**src/rtl/conv2x2_frame_ctrl.sv**
```systemverilog
// conv2x2_frame_ctrl: frame sequencer for a 2x2 convolution datapath.
// Accepts a raster pixel stream, strobes the external datapath, tracks
// window coordinates through a tag pipe that matches the datapath
// latency, and presents one result per full 2x2 window on an
// output stream with backpressure.
module conv2x2_frame_ctrl #(
    parameter  int DATA_W = 8,
    parameter  int IMG_W  = 4,
    parameter  int IMG_H  = 4,
    parameter  int LAT    = 2,
    localparam int RES_W  = 2 * DATA_W + 5,
    localparam int RW     = $clog2(IMG_H),
    localparam int CW     = $clog2(IMG_W)
) (
    input  logic                  clk,
    input  logic                  rst,
    input  logic                  start,
    input  logic [4*DATA_W-1:0]   w_in,
    output logic                  busy,
    output logic                  done,
    input  logic                  s_valid,
    output logic                  s_ready,
    input  logic [DATA_W-1:0]     s_pixel,
    output logic                  dp_en,
    output logic [DATA_W-1:0]     dp_pixel,
    output logic                  dp_clear,
    output logic [4*DATA_W-1:0]   dp_weights,
    input  logic [RES_W-1:0]      dp_result,
    output logic                  m_valid,
    input  logic                  m_ready,
    output logic [RES_W-1:0]      m_data,
    output logic [RW-1:0]         m_row,
    output logic [CW-1:0]         m_col
);

    localparam int FW = $clog2(LAT + 1);
    localparam logic [CW-1:0] COL_LAST   = CW'(IMG_W - 1);
    localparam logic [RW-1:0] ROW_LAST   = RW'(IMG_H - 1);
    localparam logic [FW-1:0] FLUSH_LAST = FW'(LAT - 1);

    typedef enum logic [1:0] {
        IDLE  = 2'd0,
        RUN   = 2'd1,
        FLUSH = 2'd2,
        DONE  = 2'd3
    } state_t;

    state_t                  state;
    logic [RW-1:0]           row;
    logic [CW-1:0]           col;
    logic [FW-1:0]           flush_cnt;
    logic [LAT-1:0]          tag_win;
    logic [LAT-1:0][RW-1:0]  tag_row;
    logic [LAT-1:0][CW-1:0]  tag_col;
    logic                    adv;
    logic                    push_win;

    // The output register can take a new result whenever it is empty or being drained.
    assign adv      = !m_valid || m_ready;
    assign s_ready  = (state == RUN) && adv;
    assign busy     = (state != IDLE);
    // Clear is tied to the start-accept cycle so it never overlaps a real advance.
    assign dp_clear = (state == IDLE) && start;
    // A pixel closes a window only if it has a row above and a column to its left.
    assign push_win = (state == RUN) && (row != {RW{1'b0}}) && (col != {CW{1'b0}});

    // Datapath strobe: real pixels in RUN, zero-pixel dummies in FLUSH to drain the latency.
    always_comb begin
        dp_en    = 1'b0;
        dp_pixel = {DATA_W{1'b0}};
        case (state)
            RUN: begin
                dp_en    = s_valid && s_ready;
                dp_pixel = s_pixel;
            end
            FLUSH: begin
                dp_en    = adv;
                dp_pixel = {DATA_W{1'b0}};
            end
            default: begin
                dp_en    = 1'b0;
                dp_pixel = {DATA_W{1'b0}};
            end
        endcase
    end

    // Frame FSM, coordinate counters, tag pipe and output result register.
    always_ff @(posedge clk) begin
        if (rst) begin
            state      <= IDLE;
            done       <= 1'b0;
            row        <= {RW{1'b0}};
            col        <= {CW{1'b0}};
            flush_cnt  <= {FW{1'b0}};
            tag_win    <= {LAT{1'b0}};
            tag_row    <= {(LAT*RW){1'b0}};
            tag_col    <= {(LAT*CW){1'b0}};
            dp_weights <= {(4*DATA_W){1'b0}};
            m_valid    <= 1'b0;
            m_data     <= {RES_W{1'b0}};
            m_row      <= {RW{1'b0}};
            m_col      <= {CW{1'b0}};
        end else begin
            done <= 1'b0;

            if (dp_en && tag_win[LAT-1]) begin
                m_valid <= 1'b1;
                m_data  <= dp_result;
                m_row   <= tag_row[LAT-1];
                m_col   <= tag_col[LAT-1];
            end else if (m_ready) begin
                m_valid <= 1'b0;
            end

            if (dp_en) begin
                for (int i = LAT - 1; i > 0; i--) begin
                    tag_win[i] <= tag_win[i-1];
                    tag_row[i] <= tag_row[i-1];
                    tag_col[i] <= tag_col[i-1];
                end
                tag_win[0] <= push_win;
                tag_row[0] <= row - RW'(1);
                tag_col[0] <= col - CW'(1);
            end

            case (state)
                IDLE: begin
                    if (start) begin
                        dp_weights <= w_in;
                        row        <= {RW{1'b0}};
                        col        <= {CW{1'b0}};
                        flush_cnt  <= {FW{1'b0}};
                        state      <= RUN;
                    end
                end
                RUN: begin
                    if (dp_en) begin
                        if (col == COL_LAST) begin
                            col <= {CW{1'b0}};
                            row <= row + RW'(1);
                            if (row == ROW_LAST) begin
                                flush_cnt <= {FW{1'b0}};
                                state     <= FLUSH;
                            end
                        end else begin
                            col <= col + CW'(1);
                        end
                    end
                end
                FLUSH: begin
                    if (dp_en) begin
                        flush_cnt <= flush_cnt + FW'(1);
                        if (flush_cnt == FLUSH_LAST) begin
                            state <= DONE;
                        end
                    end
                end
                DONE: begin
                    if (!m_valid) begin
                        done  <= 1'b1;
                        state <= IDLE;
                    end
                end
                default: begin
                    state <= IDLE;
                end
            endcase
        end
    end

endmodule

```
**config.mk**
```make
export PLATFORM = sky130hd
export DESIGN_NAME = conv2x2_frame_ctrl
export DESIGN_NICKNAME = d
export VERILOG_FILES = /design/src/rtl/conv2x2_frame_ctrl.sv
export SDC_FILE = /design/constraint.sdc
export NUM_CORES = 1
export LEC_CHECK = 0
export CORE_MARGIN = 1.5
export CORE_UTILIZATION = 30
export CTS_BUF_LIST = sky130_fd_sc_hd__clkbuf_4
export DETAILED_ROUTE_END_ITERATION = 7
export GPL_TIMING_DRIVEN = 1
export SYNTH_ARGS = -nofsm -noshare
export SYNTH_HDL_FRONTEND = slang
export SYNTH_SLANG_ARGS = --single-unit
```
**constraint.sdc**
```tcl
create_clock -name clk -period 2.2 [get_ports clk]
set_input_delay 0.22 -clock clk [delete_from_list [all_inputs] [get_ports clk]]
set_output_delay 0.22 -clock clk [all_outputs]
set_load 0.05 [all_outputs]
```
== Word level (Yosys, flattened, before mapping) ==
Cells that the tools add are included.
Operators by class
  equality and inequality tests: 13
  add/sub/neg operators: 5
  reduce and logical (&&, ||, !) cells: 21
  multiplexer cells: 25
  bitwise gates (word level): 1
Operators with widths (count)
  $mux 2: 16
  $ne 2x2->1 const B: 5
  $reduce_bool 2->1: 5
  $eq 2x2->1 const B: 4
  $mux 8: 1
  $pmux 2 s2: 2
  $pmux 2 s4: 1
  $reduce_and 7->1: 1
  $add 2x1->2 const B: 3
  $logic_and 1x1->1: 6
  $pmux 2 s3: 1
  $reduce_and 6->1: 1
  $eq 2x1->1 const B: 2
  $ne 2x1->1 const B: 2
  $reduce_and 4->1: 1
  $sub 2x1->2 const B: 2
  $mux 1: 3
  $reduce_and 3->1: 1
  $reduce_bool 3->1: 1
  $logic_not 2->1: 1
  $pmux 1 s2: 1
  $reduce_and 2->1: 1
  $reduce_or 2->1: 1
  $logic_not 1->1: 1
  other kinds (2): 2
Word-level totals
  register bits: 77
  input bits: 66
  output and inout port bits: 71

== Logic depth before layout (Yosys ltp) ==
  depth after elaboration: 7
  gate-level depth with buffers: 9
  gate-level depth less buffers: 7

== Worst setup path before layout ==
OpenSTA, ideal clock, no wires.
  path kind: reg2reg
  start: register m_valid
  end: register tag_col[0] (netlist name)
  stages on the path, launching flop included: 8
  setup slack: 562 ps
  arrival: 1558 ps
  library setup time: 80 ps
  buffers on the path: 3
  data required time: 2120 ps
  path through: dfxtp_1 -> nand2b_1 -> buf_2 -> nand3_4 -> inv_2 -> buf_6 -> buf_6 -> a211oi_2
Between the ends
  longest elaborated chain between the ends: 5
RTL lines
  start, declared: RTL line 29  | output logic m_valid,
  start signal, assigned: RTL line 99  | m_valid <= 1'b0;
  start signal, assigned: RTL line 107  | m_valid <= 1'b1;
  start signal, assigned: RTL line 112  | m_valid <= 1'b0;
  $logic_not 1->1 *
  $logic_or 1x1->1 *: RTL line 59  | assign adv = !m_valid || m_ready;
  $logic_and 1x1->1: RTL line 60  | assign s_ready = (state == RUN) && adv;
  $logic_and 1x1->1: RTL line 73  | dp_en = s_valid && s_ready;
  $pmux 1 s2 *: RTL line 71  | case (state)
  net dp_en: RTL line 24  | output logic dp_en,
  end signal, assigned: RTL line 97  | tag_col <= {(LAT*CW){1'b0}};
  end signal, assigned by index: RTL line 119  | tag_col[i] <= tag_col[i-1];
  end, declared: RTL line 54  | logic [LAT-1:0][CW-1:0] tag_col;
The timed path passes the listed nets; every way through them passes the cells marked *.
A chain may end at the register's enable or synchronous reset.

== Worst setup path after layout ==
  start: register state[0]
  end: output port dp_en
Between the ends
  longest elaborated chain between the ends: 4
  elaborated cells on any way between the ends: 5
RTL lines
  start, declared: RTL line 48  | state_t state;
  start signal, assigned: RTL line 90  | state <= IDLE;
  start signal, assigned: RTL line 133  | state <= RUN;
  start signal, assigned: RTL line 143  | state <= FLUSH;
  $eq 2x1->1: RTL line 60, 71
  $logic_and 1x1->1: RTL line 60
  $logic_and 1x1->1: RTL line 73
  $pmux 1 s2 *: RTL line 71
  end, declared: RTL line 24
Mark *: on every way between the ends. The rest lies on a longest branch, timed or not.

==> results.toml <==
[detailed_routing]
postRouteAntennaNets = 0
wire_per_inst_um = 13.2
dr_total_vias = 2925
routed_wirelength_um = 8450
dr.pass1.iters = 4
drtIter0Drc = 100
vias_per_cell = 4.56
drc = 0

[timing]
finalWorstSetupSlack_ns = 0.142
clock_skew_ns = 0.0171
finalCriticalPeriod_ns = 2.06
worst_pin_slew_ns = 0.551
finalCritPeriodShare_pct = 93.5
hold_viol = 0
relSlewSlack_pct = 63.1
rsz0062_at_grt = "false"
timing.fmax_mhz = 486
setup_viol = 0
fin_setup_tns_ns = 0
slew_viol_final = 0

[pwr]
p_clk_share_pct = 16.6
switching_share_pct = 42.0
leakage_uw = 0.00171
p_seq_share_pct = 37.7
p_int_uw = 2500
comb_power_share_pct = 45.8
p_per_area_nw_per_um2 = 916
peakVddDrop_v = 0.000728
p_switching_uw = 1810

[clock_tree]
htree_num_levels = 3
cts_setup_buffers = 0
clkLatencyLatePin_ns = 0.40
ctsLongestPathBuffers = 2
cts_tree = "built"
clk_pin_slew_ns = 0.13
cts.sinks = 77
cts_root_buffer = "clkbuf_4"
cts-resized-gates = 1
numCtsBuffers = 9
postCtsHoldBufs = 0

[global_route]
grt_use_total_pct = 15.1
grtUsageMet1_pct = 19.9
antenna_found_initial = 0
grt_max_degree = 35
use_met3_pct = 4.74
grt_pass1_wl_um = 13400
met2_usage_pct = 23.3
grt-busiest-layer = "met2"
overflow = 0
grt_pass1_vias = 2752

[floorplan]
die-area_sq_um = 11000
io_pins = 137
die_h_um = 105
core_sq_um = 9910
placementRows = 36
die_width_um = 105
start_util_pct = 31.3

[synthesis]
synth_cell_types = 36
yosysWarningCount = 0
synth_area_sq_um = 3110
synth_top_area_share_pct = 49.6
synth_fp_nets = 450
synth_enable_flop_cells = 0
synth-seq-cells = 77
synth.most_common_cell = "nand2_1"
async_flop_share_pct = 0
seq_area_frac_synth_pct = 49.6
syn_inst = 374
yosysTopAreaCell = "dfxtp_1"
syn_area_per_cell_sq_um = 8.30
ys.flop_type = "dfxtp_1"
synthTopCellsByCount = "101 x nand2_1, 77 x dfxtp_1, 66 x a21oi_1"
synth_area_leaders = "dfxtp_1 50%, nand2_1 12%, a21oi_1 11%, ha_1 4.0%, nand3_1 4.0%"

[final_layout]
diodes = 0
final_cells = 641
area_growth_pct = 51.6
nNetsFinal = 580
fin_area_sq_um = 4710
drive_gt1_share_pct = 10.0

[critical_path]
endpoint_kind = "output port"
required_ns = 1.98
crit_type = "reg -> out"
crit_fanout = 12
start_kind = "flip-flop"
critical_path_arrival_ns = 1.84

[placed_design]
pre_cts_slack_ns = 0.283
place_inst = 626
io_buffers = 136
globalplace.congestion = 0.794
post-dp-hpwl_um = 5960
dpl_cell_area_sq_um = 4590

[worst_hold_path]
hold_path.class = "in -> reg"

[run]
maxCapViolCount = 0

[status]
status = "complete, no violations"
## metal layers
layer / share of wire [%] / routed length (um)
met1: 48 / 4050
met5: 0 / 0
met3: 6.8 / 573
met4: 1.0 / 86
met2: 44 / 3740
## critical path, stage by stage (launching register included)
cell and delay, ns:
dfxtp_1 0.42, inv_1 0.09, ha_1 0.30, a21o_4 0.24
nand3_4 0.14, inv_4 0.10, buf_12 0.16
## cell families after synthesis
family	synth area share, %
AND/OR/NAND/NOR	23.5
flip-flops	49.6
multiplexers	1.29
buffers and inverters	5.60
AO/OA/AOI/OAI	15.9
adder cells (fa/ha/maj)	4.03
## layout by cell type, fill, tap and decap left out, types with 5 or more instances in the layout
| cell type | n |
|---|---|
| nor2_1 | 6 |
| dfxtp_1 | 77 |
| nand2b_1 | 6 |
| buf_4 | 18 |
| clkdlybuf4s50_1 | 123 |
| a21oi_1 | 66 |
| nand2_1 | 101 |
| and2_1 | 10 |
| a211oi_2 | 5 |
| clkbuf_4 | 9 |
| nand3_1 | 25 |
| ha_1 | 9 |
| inv_1 | 11 |
## power by group through the flow
| stage | registers, uW | logic (uW) | clock network [uW] |
|---|---|---|---|
| 2_1_floorplan | 1990 | 984 | 0 |
| 3_3_place_gp | 1650 | 1960 | 0 |
| 4_1_cts | 1630 | 1980 | 756 |
| 3_5_place_dp | 1660 | 1970 | 0 |
| 5_1_grt | 1640 | 2100 | 802 |
| 6_report | 1620 | 1970 | 714 |
## area by class of cell
cell class,instances,area (sq um)
flip-flops and latches,77,1540
fillers,983,5200
clock inverters,6,41.3
inverters,12,47.5
repair buffers,146,1450
well taps,133,166
multi-input cells,258,1390
clock buffers,9,67.6
## state kept, by name, indices dropped and copies added (netlist names), 2 cells and up
name        cells
state           2
tag_col         4
row             2
col             2
dp_weights     32
m_col           2
m_data         21
flush_cnt       2
tag_win         2
tag_row         4
m_row           2
## through the flow
step,util [%],hold WS (ns),total power [uW]
2_1_floorplan,-,0.356,2970
3_3_place_gp,46.4,0.440,3610
3_5_place_dp,46.4,0.446,3630
4_1_cts,47.5,0.104,4370
5_1_grt,47.5,0.137,4550
6_report,47.5,0.150,4310
## path summary, 6_finish.rpt
check / start / slack [ns] / depth (start not counted) / endpoint
max: state[0]$_SDFFE_PP0P_ / 0.14 / 6 / dp_en
min: rst / 0.15 / 2 / tag_row[1]$_SDFFE_PP0P_
max reg2reg: state[1]$_SDFFE_PP0P_ / 0.42 / 7 / tag_row[0]$_SDFFE_PP0P_
min reg2reg: tag_win[0]$_SDFFE_PP0P_ / 0.45 / 2 / tag_win[1]$_SDFFE_PP0P_
(Power assumes the default switching activity.)
